[src/rtl/multicycle_ctrl.sv]
// ---------------------------------------------------------------------------
// multicycle_ctrl
//
// Multicycle control unit for the yIF/yID/yEX/yDM/yWB datapath. It latches
// the fetched instruction into an internal IR and walks it through
// FETCH -> DECODE -> EXEC -> MEM -> WB, emitting the per-cycle datapath
// strobes and PC-update controls. Data-memory accesses stall until
// mem_ready, illegal opcodes or R-type funct3 values park the unit in TRAP
// until reset, and every retired instruction bumps a wrapping counter.
//
// Ports:
//   clk        rising-edge clock
//   rst_n      synchronous active-low reset
//   ins        instruction word from yIF (only sampled in FETCH)
//   zero       ALU zero flag from yEX (selects the beq target)
//   mem_ready  data memory ready; 1 = access completes this cycle
//   IRWrite    latch ins into IR / advance fetch
//   RegWrite   register file write enable
//   ALUSrc     ALU B source: 0 = rd2, 1 = imm
//   MemRead    data memory read
//   MemWrite   data memory write
//   Mem2Reg    writeback source: 1 = memOut, 0 = ALU z
//   Link       writeback source = PC+4 (jal); overrides Mem2Reg
//   op         ALU op: 000 and, 001 or, 010 add, 110 sub, 111 slt
//   PCWrite    load PC this cycle
//   PCSel      00 = PC+4, 01 = branch target, 10 = jTarget
//   state      current state (debug)
//   trap       sticky illegal-instruction flag
//   retired    retired-instruction count (wraps silently)
// ---------------------------------------------------------------------------
module multicycle_ctrl #(
   parameter int CNT_W = 16
) (
   input  logic             clk,
   input  logic             rst_n,
   input  logic [31:0]      ins,
   input  logic             zero,
   input  logic             mem_ready,
   output logic             IRWrite,
   output logic             RegWrite,
   output logic             ALUSrc,
   output logic             MemRead,
   output logic             MemWrite,
   output logic             Mem2Reg,
   output logic             Link,
   output logic [2:0]       op,
   output logic             PCWrite,
   output logic [1:0]       PCSel,
   output logic [2:0]       state,
   output logic             trap,
   output logic [CNT_W-1:0] retired
);

   typedef enum logic [2:0] {
      S_FETCH  = 3'b000,
      S_DECODE = 3'b001,
      S_EXEC   = 3'b010,
      S_MEM    = 3'b011,
      S_WB     = 3'b100,
      S_TRAP   = 3'b111
   } state_t;

   localparam logic [6:0] OPC_R    = 7'h33;
   localparam logic [6:0] OPC_ADDI = 7'h13;
   localparam logic [6:0] OPC_LW   = 7'h03;
   localparam logic [6:0] OPC_SW   = 7'h23;
   localparam logic [6:0] OPC_BEQ  = 7'h63;
   localparam logic [6:0] OPC_JAL  = 7'h6F;

   localparam logic [2:0] ALU_AND = 3'b000;
   localparam logic [2:0] ALU_OR  = 3'b001;
   localparam logic [2:0] ALU_ADD = 3'b010;
   localparam logic [2:0] ALU_SUB = 3'b110;
   localparam logic [2:0] ALU_SLT = 3'b111;

   state_t      cur;
   logic [31:0] ir;

   logic [6:0] opcode;
   logic [2:0] funct3;
   logic [4:0] rd;
   logic       is_r, is_addi, is_lw, is_sw, is_beq, is_jal, legal;
   logic [2:0] r_op;
   logic       r_ok;

   // Immediate and register-select bits of IR belong to the datapath, not
   // to control; folding them here keeps the full IR visible without
   // leaving dangling bits.
   logic unused_ir_bits;
   assign unused_ir_bits = ^{ir[31], ir[29:15]};

   assign opcode  = ir[6:0];
   assign funct3  = ir[14:12];
   assign rd      = ir[11:7];
   assign is_r    = (opcode == OPC_R);
   assign is_addi = (opcode == OPC_ADDI);
   assign is_lw   = (opcode == OPC_LW);
   assign is_sw   = (opcode == OPC_SW);
   assign is_beq  = (opcode == OPC_BEQ);
   assign is_jal  = (opcode == OPC_JAL);
   assign legal   = is_r | is_addi | is_lw | is_sw | is_beq | is_jal;
   assign state   = cur;

   // R-type ALU operation from funct3 (and bit 30 for add/sub); r_ok
   // flags the funct3 values this datapath actually implements.
   always_comb begin
      r_op = ALU_ADD;
      r_ok = 1'b1;
      case (funct3)
         3'd0:    r_op = ir[30] ? ALU_SUB : ALU_ADD;
         3'd6:    r_op = ALU_OR;
         3'd7:    r_op = ALU_AND;
         3'd2:    r_op = ALU_SLT;
         default: r_ok = 1'b0;
      endcase
   end

   // Sequencer: state, IR, sticky trap and the retired counter. Retirement
   // happens exactly where the PCWrite pulse is produced (beq in EXEC, sw
   // in MEM on ready, everything else in WB).
   always_ff @(posedge clk) begin
      if (!rst_n) begin
         cur     <= S_FETCH;
         ir      <= '0;
         trap    <= 1'b0;
         retired <= '0;
      end else begin
         case (cur)
            S_FETCH: begin
               ir  <= ins;
               cur <= S_DECODE;
            end
            S_DECODE: begin
               if (legal) begin
                  cur <= S_EXEC;
               end else begin
                  cur  <= S_TRAP;
                  trap <= 1'b1;
               end
            end
            S_EXEC: begin
               if (is_r) begin
                  if (r_ok) begin
                     cur <= S_WB;
                  end else begin
                     cur  <= S_TRAP;
                     trap <= 1'b1;
                  end
               end else if (is_addi || is_jal) begin
                  cur <= S_WB;
               end else if (is_lw || is_sw) begin
                  cur <= S_MEM;
               end else if (is_beq) begin
                  retired <= retired + 1'b1;
                  cur     <= S_FETCH;
               end else begin
                  cur  <= S_TRAP;
                  trap <= 1'b1;
               end
            end
            S_MEM: begin
               if (mem_ready) begin
                  if (is_lw) begin
                     cur <= S_WB;
                  end else begin
                     retired <= retired + 1'b1;
                     cur     <= S_FETCH;
                  end
               end
            end
            S_WB: begin
               retired <= retired + 1'b1;
               cur     <= S_FETCH;
            end
            S_TRAP: begin
               cur <= S_TRAP;
            end
            default: begin
               cur <= S_FETCH;
            end
         endcase
      end
   end

   // Strobe decode from the current state and latched IR. Holding rst_n
   // low suppresses every strobe so a pending write in MEM or WB is never
   // issued in the reset cycle.
   always_comb begin
      IRWrite  = 1'b0;
      RegWrite = 1'b0;
      ALUSrc   = 1'b0;
      MemRead  = 1'b0;
      MemWrite = 1'b0;
      Mem2Reg  = 1'b0;
      Link     = 1'b0;
      op       = ALU_ADD;
      PCWrite  = 1'b0;
      PCSel    = 2'b00;
      case (cur)
         S_FETCH: IRWrite = 1'b1;
         S_EXEC: begin
            if (is_r) begin
               op = r_op;
            end else if (is_addi || is_lw || is_sw) begin
               ALUSrc = 1'b1;
            end else if (is_beq) begin
               op      = ALU_SUB;
               PCWrite = 1'b1;
               PCSel   = zero ? 2'b01 : 2'b00;
            end
         end
         S_MEM: begin
            if (is_lw) begin
               MemRead = 1'b1;
               Mem2Reg = 1'b1;
            end else begin
               MemWrite = 1'b1;
               PCWrite  = mem_ready;
            end
         end
         S_WB: begin
            RegWrite = (rd != 5'd0);
            Mem2Reg  = is_lw;
            Link     = is_jal;
            PCWrite  = 1'b1;
            PCSel    = is_jal ? 2'b10 : 2'b00;
         end
         default: ;
      endcase
      if (!rst_n) begin
         IRWrite  = 1'b0;
         RegWrite = 1'b0;
         ALUSrc   = 1'b0;
         MemRead  = 1'b0;
         MemWrite = 1'b0;
         Mem2Reg  = 1'b0;
         Link     = 1'b0;
         PCWrite  = 1'b0;
         PCSel    = 2'b00;
      end
   end

endmodule

[config.mk]
export PLATFORM = sky130hd
export DESIGN_NAME = multicycle_ctrl
export DESIGN_NICKNAME = d
export VERILOG_FILES = /design/src/rtl/multicycle_ctrl.sv
export SDC_FILE = /design/constraint.sdc
export NUM_CORES = 1
export LEC_CHECK = 0
export CAP_MARGIN = 20
export CORE_ASPECT_RATIO = 1.1
export CORE_MARGIN = 2
export CORE_UTILIZATION = 55
export DETAILED_ROUTE_END_ITERATION = 7
export DONT_BUFFER_PORTS = 1
export GPL_TIMING_DRIVEN = 0
export PLACE_DENSITY = 0.7
export SKIP_LAST_GASP = 1
export SLEW_MARGIN = 25
export SYNTH_ARGS = -nofsm -noshare
export SYNTH_HDL_FRONTEND = slang
export SYNTH_SLANG_ARGS = --single-unit
[constraint.sdc]
create_clock -name clk -period 2.4 [get_ports clk]
set_input_delay 0.48 -clock clk [delete_from_list [all_inputs] [get_ports clk]]
set_output_delay 0.48 -clock clk [all_outputs]
set_load 0.005 [all_outputs]
# After elaboration in Yosys (flattened, before gate mapping)
# Index checks and enable logic that the tools add are counted.
[totals]
output_inout_bits = 33
word_cells = 108
regBits = 51
input_bits = 36
[op_classes]
reduce_logical = 12
bitwise = 5
n_addsub = 1
n_eq_ne = 25
mux = 61
[ops]
columns = ["op", "count"]
rows = [
  ["16-bit 2-to-1 mux", 6],
  ["16-bit one-hot mux with 3 select lines", 1],
  ["3-bit 2-to-1 mux", 12],
  ["1-bit 2-to-1 mux", 33],
  ["16-bit by 1-bit adder with 16-bit output, second input constant", 1],
  ["3-bit one-hot mux with 5 select lines", 1],
  ["7-bit by 6-bit == test with 1-bit output, second input constant", 2],
  ["7-bit == test, second input constant", 2],
  ["2-bit != test, second input constant", 7],
  ["3-bit == test, second input constant", 4],
  ["3-bit != test, second input constant", 4],
  ["3-bit one-hot mux with 4 select lines", 1],
  ["3-bit by 2-bit == test with 1-bit output, second input constant", 3],
  ["7-bit by 2-bit == test with 1-bit output, second input constant", 1],
  ["7-bit by 5-bit == test with 1-bit output, second input constant", 1],
  ["7-bit AND reduction", 1],
  ["3-bit zero test", 2],
  ["2-bit 2-to-1 mux", 3],
  ["6-bit AND reduction", 1],
  ["1-bit bitwise OR", 5],
  ["5-bit nonzero test", 1],
  ["1-bit logical OR", 4],
  ["1-bit one-hot mux with 2 select lines", 2],
  ["2-bit one-hot mux with 2 select lines", 1],
  ["5 further kinds", 5],
]

# Logic depth before layout (Yosys ltp)
# Gate-level depths: netlist of run 1.
[depth]
depth_word = 8
mapped_depth = 7

# Least setup slack after synthesis of run 1
# No wires, ideal clock.
[synth_path]
path_kind = "flip-flop to output port"
startpoint = "reg cur[1], in the netlist state[1]"
endpoint = "out IRWrite"
arrival_time_ps = 1390
slack_ps = 530
path_stages_with_launch = 6
t_required_ps = 1920
path_buffers = 3
cell_sequence = "dfxtp_1 clkbuf_1 or3_1 clkbuf_1 clkbuf_1 nor2_1"
[synth_between]
elab_chain_len = 3
[synth_lines]
columns = ["item", "line_no", "rtl"]
rows = [
  ["start: declaration", "76", "state_t cur;"],
  ["start signal: assignment", "123", "cur <= S_FETCH;"],
  ["start signal: assignment", "131", "cur <= S_DECODE;"],
  ["start signal: assignment", "135", "cur <= S_EXEC;"],
  ["3-bit zero test", "199", "case (cur)"],
  ["1-bit 2-to-1 mux", "199", ""],
  ["1-bit 2-to-1 mux", "230", "if (!rst_n) begin"],
  ["end: declaration", "39", "output logic IRWrite,"],
]
# No other way between the ends.

# Final worst setup path of run 1
# Same ends and word-level chain as after synthesis.

==> results by group, run 1 <==
CTS
  • Clock Latency Late Sink: 0.35 ns
  • Clk root buf: clkbuf_4
  • CTS sink cnt: 36
  • H-tree Lvls: 2
  • CTS tree: built
  • CTS buffer count: 5
  • CTS clk-pin slew, worst paths: 0.12 ns
  • Setup Buffers After CTS: 0
  • Bufs on Longest Clock Path: 2

Power
  • Power density over the cells: 910.7 mW/mm^2
  • Worst vdd ir: 0.3946 mV
  • Leak: 0.6856 nW

Global route
  • Total grt overflow: 0
  • Largest net degree at the start of global routing: 13
  • Vias in the first global route: 1589
  • GRT Resource Usage Total: 23.90%
  • First-pass GRT wire length: 6975 microns
  • Initial antenna violation count: 0

STA
  • Final Critical Period: 2.266 ns
  • Final Hold Viols: 0
  • Least-Margin Pin Slew: 0.8191 ns
  • RSZ-0062 raised after global routing: true
  • Slew Limit Fails: 0
  • Setup-failing EPs final: 0
  • Slew HR: 44.97%
  • Final Cycle Share: 94.43%
  • Clk_skew: 0.01180 ns
  • F_max: 441.2 MHz

Synthesis
  • Post-Synth Adder-Cell Area: 0.6789%
  • Compound-Gate Fraction of Synth Area: 19.01%
  • Post-synthesis xor/xnor area fraction: 5.703%
  • Simple-gate portion of the synthesized area: 30.75%
  • Synth cell types: 40
  • Post-synth EDFFs: 0
  • Synth top area cells: dfxtp_1 39%, nand2_1 9.4%, a21oi_1 7.9%
  • Syn avg cell area: 7.744 sq um
  • #FFs+latches synth: 36
  • Syn Nets: 275
  • Top_reg_cell synth: dfxtp_1
  • Largest family of logic cells by synthesized area: simple AND/OR/NAND/NOR gates
  • Mapped Area: 0.001843 sq mm
  • Syn. warnings: 0
  • Cells after Synth: 238
  • Sequential-to-total area share from yosys stat: 39.10%
  • Mux cell area share after synthesis: 1.086%
  • Post-synth top area share: 39.10%
  • Synth async-reset ratio: 0%
  • Synth area leader: dfxtp_1

Worst setup path
  • Worst endpoint required time: 1.92 ns
  • WP data arrival: 1.79 ns
  • Worst Setup Start Kind: register
  • Critical path class: reg2out
  • CP Capture Type: output port
  • Maximum fanout along the worst path: 10

Die
  • Initial Util: 56.26%
  • Chip Height: 64.71 microns
  • Io pins: 69
  • Core Footprint: 0.003276 sq mm
  • Row cnt: 22
  • Die width: 59.20 microns
  • Area of the die: 0.003831 sq mm

Run
  • Max-Cap Viols: 0

Finish
  • Final core utilization: 60.31%
  • Area grow syn2layout: 7.196%
  • Share of layout cells above drive strength 1: 8.980%
  • Nets: 281
  • Final Non-Filler Cells: 281
  • # diodes: 0
  • Fillers: 323

Routing
  • Pre-Repair DR Iteration Count: 6
  • Routed Antenna Nets: 0
  • Vias: 1640
  • Drt initial violations: 96
  • Final WL: 4081 microns
  • Routed length per instance: 14.52 microns
  • Via density: 5.836
  • Drt drc: 0

Min path
  • Hold Crit Class: in2reg

Placement
  • Dpl hpwl: 3130 microns
  • Dpl cells: 274
  • Final GP Congestion: 0.8371
  • IO buf count: 0

Outcome
  • Outcome: finished clean
==> logic make-up after synthesis <==
| kind of cell | Yosys count |
|---|---|
| compound gates | 55 |
| buf+inv | 17 |
| mux | 2 |
| xor+xnor | 12 |
| simple gates | 115 |
| flops | 36 |
| fa+ha+maj | 1 |
==> cell usage in the layout (no fill, tap or decap), types with 3 or more instances in the layout <==
| cell type | Yosys | routed |
|---|---|---|
| nand3_1 | 9 | 9 |
| or3_1 | 3 | 3 |
| a21oi_1 | 29 | 29 |
| nand2_1 | 46 | 46 |
| clkbuf_1 | 9 | 6 |
| o21ai_0 | 3 | 3 |
| nand2b_1 | 3 | 3 |
| nor3_1 | 7 | 7 |
| buf_2 | 3 | 3 |
| nand4_1 | 3 | 3 |
| a211oi_1 | 5 | 5 |
| and4_1 | 5 | 5 |
| xnor2_1 | 12 | 12 |
| clkbuf_4 | 0 | 6 |
| inv_1 | 4 | 4 |
| a31oi_1 | 4 | 4 |
| and3_1 | 3 | 3 |
| dfxtp_1 | 36 | 36 |
| nor2_1 | 24 | 23 |
| a21boi_0 | 3 | 3 |
| o31ai_1 | 4 | 4 |
==> power by group <==
part	internal [mW]	total, mW	leakage [nW]	switching [mW]
clock network	0.217	0.428	0.0412	0.211
logic	0.208	0.568	0.350	0.360
registers	0.700	0.803	0.294	0.103
total	1.13	1.80	0.686	0.674
==> flip-flops by register name (all words and copies together) (netlist names) <==
signal and flops:
ir 16, state 3, retired 16, trap 1
==> stage by stage <==
| step | power (mW) | TNS (ns) | hold WS (ns) | cell area [sq um] | setup WS (ns) |
|---|---|---|---|---|---|
| 4_1_cts | 1.823 | 0 | 0.2312 | 1973 | 0.02614 |
| 5_1_grt | 1.950 | -0.002880 | 0.2343 | 1976 | -0.002880 |
| 3_5_place_dp | 1.380 | 0 | 0.4505 | 1888 | 0.1805 |
| 3_3_place_gp | 1.370 | 0 | 0.4451 | 1888 | 0.1826 |
| 2_1_floorplan | 1.244 | 0 | 0.4360 | 1843 | 0.5297 |
| 6_report | 1.799 | 0 | 0.2571 | 1976 | 0.1336 |
==> path summary, 6_finish.rpt <==
path	start	end	slack, ns	depth (start not counted)
max	state[1]	IRWrite	0.13	4
min	ins[14]	ir[14]	0.26	2
max reg2reg	state[1]	ir[4]	0.47	5
min reg2reg	ir[11]	ir[11]	0.46	2
==> cells in the mapped netlist (4+ instances only) <==
| master | instances |
|---|---|
| nand2_1 | 46 |
| dfxtp_1 | 36 |
| a21oi_1 | 29 |
| nor2_1 | 24 |
| xnor2_1 | 12 |
| clkbuf_1 | 9 |
| nand3_1 | 9 |
| nor3_1 | 7 |
| a211oi_1 | 5 |
| and4_1 | 5 |
| a31oi_1 | 4 |
| inv_1 | 4 |
| o31ai_1 | 4 |
==> worst max-delay path, cell delays in order (launching register included) <==
cell	delay (ns)
dfxtp_1	0.40
clkbuf_2	0.21
or3_1	0.46
clkbuf_4	0.24
nor2_2	0.13
==> final cells by class <==
| cell class | instances | area [sq um] | share of cell area, % |
|---|---|---|---|
| well taps | 36 | 45.04 | 2.280 |
| clock buffers | 5 | 37.54 | 1.900 |
| clock inverters | 3 | 42.54 | 2.153 |
| inverters | 5 | 18.77 | 0.9500 |
| plain buffers | 11 | 50.05 | 2.533 |
| multi-input cells | 185 | 1061 | 53.71 |
| flip-flops and latches | 36 | 720.7 | 36.48 |
==> routing by layer <==
layer,share of wire [%],routed length [microns],GRT usage [%]
met2,49,1992,40.11
met4,1.3,54,7.670
met3,6.2,251,9.182
met5,0,0,0
met1,44,1783,27.38
==> repair_timing <==
action	in CTS	in global routing
endpoints found under the setup margin	1	2
gates resized for setup	3	2
hold buffers	0	0
cloned	0	0
Note: power is estimated with default switching activity, not from simulation.
==> inputs of run 2 (changes only) <==
Settings changed: CORE_ASPECT_RATIO 1.1 to not set.
Clock period 2.4 ns to 2.1 ns, I/O delays scaled along.
==> run 2 against run 1 <==
Power is 19% higher. Wire length is 0.20% lower. Global-route usage is 1.5 points lower. Design area is 3.9% higher. Worst hold slack worse by 0.057 ns. Register-to-register slack worse by 0.24 ns. Critical endpoint is now PCWrite.
==> results by group, run 2 (synthesis gave the netlist of run 1 again) <==
Routing
  • Pre-Repair DR Iteration Count: 4
  • Via density: 5.632
  • Vias: 1639
  • Routed length per instance: 14.00 microns
  • Routed Antenna Nets: 0
  • Final WL: 4073 microns
  • Drt initial violations: 72
  • Drt drc: 0

Worst setup path
  • Critical path class: reg2out
  • CP Capture Type: output port
  • Maximum fanout along the worst path: 7
  • Worst Setup Start Kind: register
  • Worst endpoint required time: 1.68 ns
  • WP data arrival: 1.62 ns

Global route
  • GRT Resource Usage Total: 22.44%
  • Total grt overflow: 0
  • Vias in the first global route: 1394
  • First-pass GRT wire length: 6272 microns
  • Initial antenna violation count: 0
  • Largest net degree at the start of global routing: 12

Power
  • Total chip power: 2.148 mW
  • Power density over the cells: 1046 mW/mm^2
  • Leak: 0.6988 nW
  • Worst vdd ir: 0.5744 mV

Finish
  • Commonest non-fill, non-tap cell in the layout: nand2_1
  • Share of layout cells above drive strength 1: 12.65%
  • Final core utilization: 62.51%
  • Area grow syn2layout: 11.41%
  • Nets: 281
  • Final instance area: 0.002053 sq mm
  • # diodes: 0
  • Highest-count cells in the layout ignoring fill and taps: 45 x nand2_1, 35 x dfxtp_1, 29 x a21oi_1
  • Final Non-Filler Cells: 291

STA
  • RSZ-0062 raised after global routing: true
  • Slew Limit Fails: 0
  • WHS: 0.1998 ns
  • Setup TNS: 0 ns
  • Final Hold Viols: 0
  • Final WS setup: 0.05789 ns
  • Slew HR: 54.12%
  • Final Cycle Share: 97.24%
  • Setup-failing EPs final: 0
  • Final Critical Period: 2.042 ns
  • Least-Margin Pin Slew: 0.6829 ns
  • F_max: 489.7 MHz
  • Clk_skew: 0.009493 ns

Outcome
  • Outcome: finished clean

Die
  • Area of the die: 0.003830 sq mm
  • Io pins: 69
  • Row cnt: 21
  • Chip Height: 61.89 microns
  • Core Footprint: 0.003284 sq mm
  • Initial Util: 56.11%
  • Die width: 61.89 microns

Placement
  • Final GP Congestion: 0.8451
  • Dpl hpwl: 3044 microns
  • Dpl cells: 284
  • IO buf count: 0
  • Pre-CTS setup slack: -0.01344 ns
  • Placed inst area: 0.001901 sq mm

CTS
  • CTS clk-pin slew, worst paths: 0.11 ns
  • CTS tree: built
  • Clk root buf: clkbuf_4
  • CTS sink cnt: 36
  • Bufs on Longest Clock Path: 2
  • CTS buffer count: 5
  • H-tree Lvls: 2
  • Clock Latency Late Sink: 0.34 ns

Min path
  • Hold Crit Class: in2reg

Run
  • Max-Cap Viols: 0
==> run 2: final cells by class <==
class | count | area [sq um]
multi-input cells | 185 | 1107
inverters | 5 | 18.77
well taps | 46 | 57.56
clock buffers | 7 | 65.06
repair buffers | 1 | 7.507
plain buffers | 10 | 42.54
clock inverters | 1 | 30.03
flip-flops and latches | 36 | 724.4
fillers | 323 | 1231
==> run 2: metal layers <==
| metal | GRT usage (%) | part of all wire, % | vias to the layer above |
|---|---|---|---|
| met5 | 0 | 0 | - |
| met4 | 7.295 | 1.3 | 0 |
| met3 | 7.660 | 5.9 | 6 |
| met2 | 34.44 | 45 | 41 |
| met1 | 29.70 | 48 | 734 |
| li1 | - | - | 858 |
==> run 2: final timing paths <==
kind,start,to,slack (ns),depth (start not counted)
worst max-delay path,ir[4],PCWrite,0.06,4
worst min-delay path,ins[1],ir[1],0.20,2
worst max register to register,state[0],retired[9],0.23,7
worst min register to register,ir[30],ir[30],0.46,2
==> run 2: critical path, cell delays in order, from the launching register on <==
cell and delay, ns:
dfxtp_1 0.37, or3_1 0.46, o21ai_2 0.19, and2_4 0.20, nor2_1 0.06
==> run 2: power breakdown <==
group | switching, mW | internal [mW]
Sequential | 0.122 | 0.804
Clock | 0.229 | 0.316
Combinational | 0.426 | 0.251
Total | 0.777 | 1.37
==> run 2: repair_timing <==
item | CTS | global route
hold buffers | 0 | 0
cloned | 0 | 0
setup buffers | 0 | 1
pin swaps | 0 | 3
endpoints found under the setup margin | 7 | 10
gates resized for setup | 7 | 12
==> inputs of run 3 (changes only) <==
Settings changed: SETUP_SLACK_MARGIN set to 0.3, SLEW_MARGIN 25 to 15.
==> run 3 against run 2 <==
Final cell count up 8.2%. Largest cell class unchanged. Sequential power up 4.0%. Sequential share of layout area down 5.0 points. Power up 18%. Design area up 20%. Count of clock-buffer cells in the layout unchanged. Worst setup slack better by 0.018 ns.
==> results by group, run 3 (synthesis gave the netlist of run 1 again) <==
Placement
  • IO buf count: 0
  • Placed inst area: 0.001902 sq mm
  • Dpl cells: 284
  • Dpl hpwl: 3056 microns
  • Final GP Congestion: 0.8194
  • Pre-CTS setup slack: 0.1074 ns

STA
  • Final Hold Viols: 0
  • Slew Limit Fails: 0
  • Final WS setup: 0.07634 ns
  • WHS: 0.1881 ns
  • Final Cycle Share: 96.36%
  • Slew HR: 60.60%
  • Least-Margin Pin Slew: 0.5910 ns
  • Final Critical Period: 2.024 ns
  • RSZ-0062 raised after global routing: true
  • F_max: 494.2 MHz
  • Setup-failing EPs final: 0
  • Setup TNS: 0 ns
  • Clk_skew: 0.008362 ns

Finish
  • FF/Latch Area: 748.2 sq um
  • Footprint of the multi-input gates: 0.001277 sq mm
  • Final Non-Filler Cells: 315
  • Nets: 305
  • Area grow syn2layout: 34.22%
  • # diodes: 0
  • Highest-count cells in the layout ignoring fill and taps: 43 x nand2_1, 26 x a21oi_1, 22 x dfxtp_1
  • Commonest non-fill, non-tap cell in the layout: nand2_1
  • Final instance area: 0.002474 sq mm
  • Final core utilization: 75.31%
  • Share of layout cells above drive strength 1: 35.69%
  • Fillers: 230

Power
  • Internal: 1.555 mW
  • Clk pwr share: 16.1%
  • Part of the power in registers: 37.9%
  • Leak: 0.8680 nW
  • Total chip power: 2.543 mW
  • Power density over the cells: 1028 mW/mm^2
  • Logic pwr share: 46.0%
  • P_sw: 0.9886 mW
  • Net Sw Frac: 38.87%
  • Worst vdd ir: 0.7351 mV

Routing
  • Via density: 5.965
  • Drt initial violations: 188
  • Vias: 1879
  • M1 WL: 2251 microns
  • Routed Antenna Nets: 0
  • Final WL: 5296 microns
  • Drt drc: 0
  • Pre-Repair DR Iteration Count: 4
  • Met3 WL post-DR: 459 microns
  • Max Used Layer: met4
  • Routed length per instance: 16.81 microns
  • Met2 WL post-DR: 2435 microns

Global route
  • GRT Resource Usage Total: 26.04%
  • Largest net degree at the start of global routing: 12
  • Total grt overflow: 0
  • Initial antenna violation count: 0
  • First-pass GRT wire length: 7127 microns
  • Vias in the first global route: 1585

CTS
  • H-tree Lvls: 2
  • CTS clk-pin slew, worst paths: 0.11 ns
  • Clk root buf: clkbuf_4
  • CTS buffer count: 5
  • CTS tree: built
  • Bufs on Longest Clock Path: 2
  • CTS sink cnt: 36
  • Clock Latency Late Sink: 0.35 ns
  • Cts-stage hold buffer count: 0

Worst setup path
  • Critical path class: reg2out
  • Worst Setup Start Kind: register
  • Worst endpoint required time: 1.68 ns
  • CP Capture Type: output port
  • Reg2Reg Depth: 8
  • Maximum fanout along the worst path: 6
  • WP data arrival: 1.60 ns

Die
  • Core Footprint: 0.003284 sq mm
  • Die width: 61.89 microns
  • Initial Util: 56.11%
  • Area of the die: 0.003830 sq mm
  • Row cnt: 21
  • Chip Height: 61.89 microns
  • Io pins: 69

Min path
  • Hold Crit Class: in2reg
  • Hold depth: 2

Outcome
  • Outcome: finished clean

Run
  • Max-Cap Viols: 0
## run 3: changes by cell type in the layout (fill, tap and decap cells not counted), moves of 4 or more
cell      delta
a211oi_1     -5
a211oi_2     +4
buf_4       +16
buf_6        +9
dfxtp_1     -13
dfxtp_2     +10
## run 3: area by class of cell
type,count,share of cell area (%)
well taps,46,2.327
clock inverters,1,0.3035
repair buffers,23,7.638
clock buffers,7,2.226
inverters,5,0.7587
flip-flops and latches,36,30.25
plain buffers,12,4.856
multi-input cells,185,51.64
## run 3: path summary, 6_finish.rpt
check | startpoint | to | slack [ns]
hold reg to reg | ir[8] | ir[8] | 0.46
setup reg to reg | state[0] | retired[14] | 0.21
hold / removal | ins[3] | ir[3] | 0.19
setup / recovery | state[2] | IRWrite | 0.08
## run 3: power groups by stage
stage | Sequential, mW | Combinational, mW | Clock [mW]
floorplan | 0.903 | 0.521 | 0
global placement | 0.929 | 0.636 | 0
detailed placement | 0.931 | 0.643 | 0
CTS | 0.950 | 0.961 | 0.414
global route | 0.983 | 1.26 | 0.445
finish | 0.963 | 1.17 | 0.410
## run 3: critical path, cell delays in order, from the launching register on
cell	delay, ns
dfxtp_4	0.38
buf_6	0.13
or3_4	0.39
buf_8	0.13
clkbuf_16	0.14
nor2_4	0.08
## run 3: timing repair
| action | 4_1_cts | 5_1_grt |
|---|---|---|
| pin swaps | 12 | 17 |
| setup buffers | 15 | 7 |
| resized for setup | 62 | 36 |
| setup endpoints to repair | 33 | 37 |
| hold endpoints to repair | 0 | 0 |
| cloned | 0 | 1 |
## run 3: per-layer routing
metal  GRT usage (%)  vias to the layer above
met1           33.88                      874
met3           10.14                       19
met2           40.15                       87
met5               0                        -
met4           7.599                        0
li1                -                      899
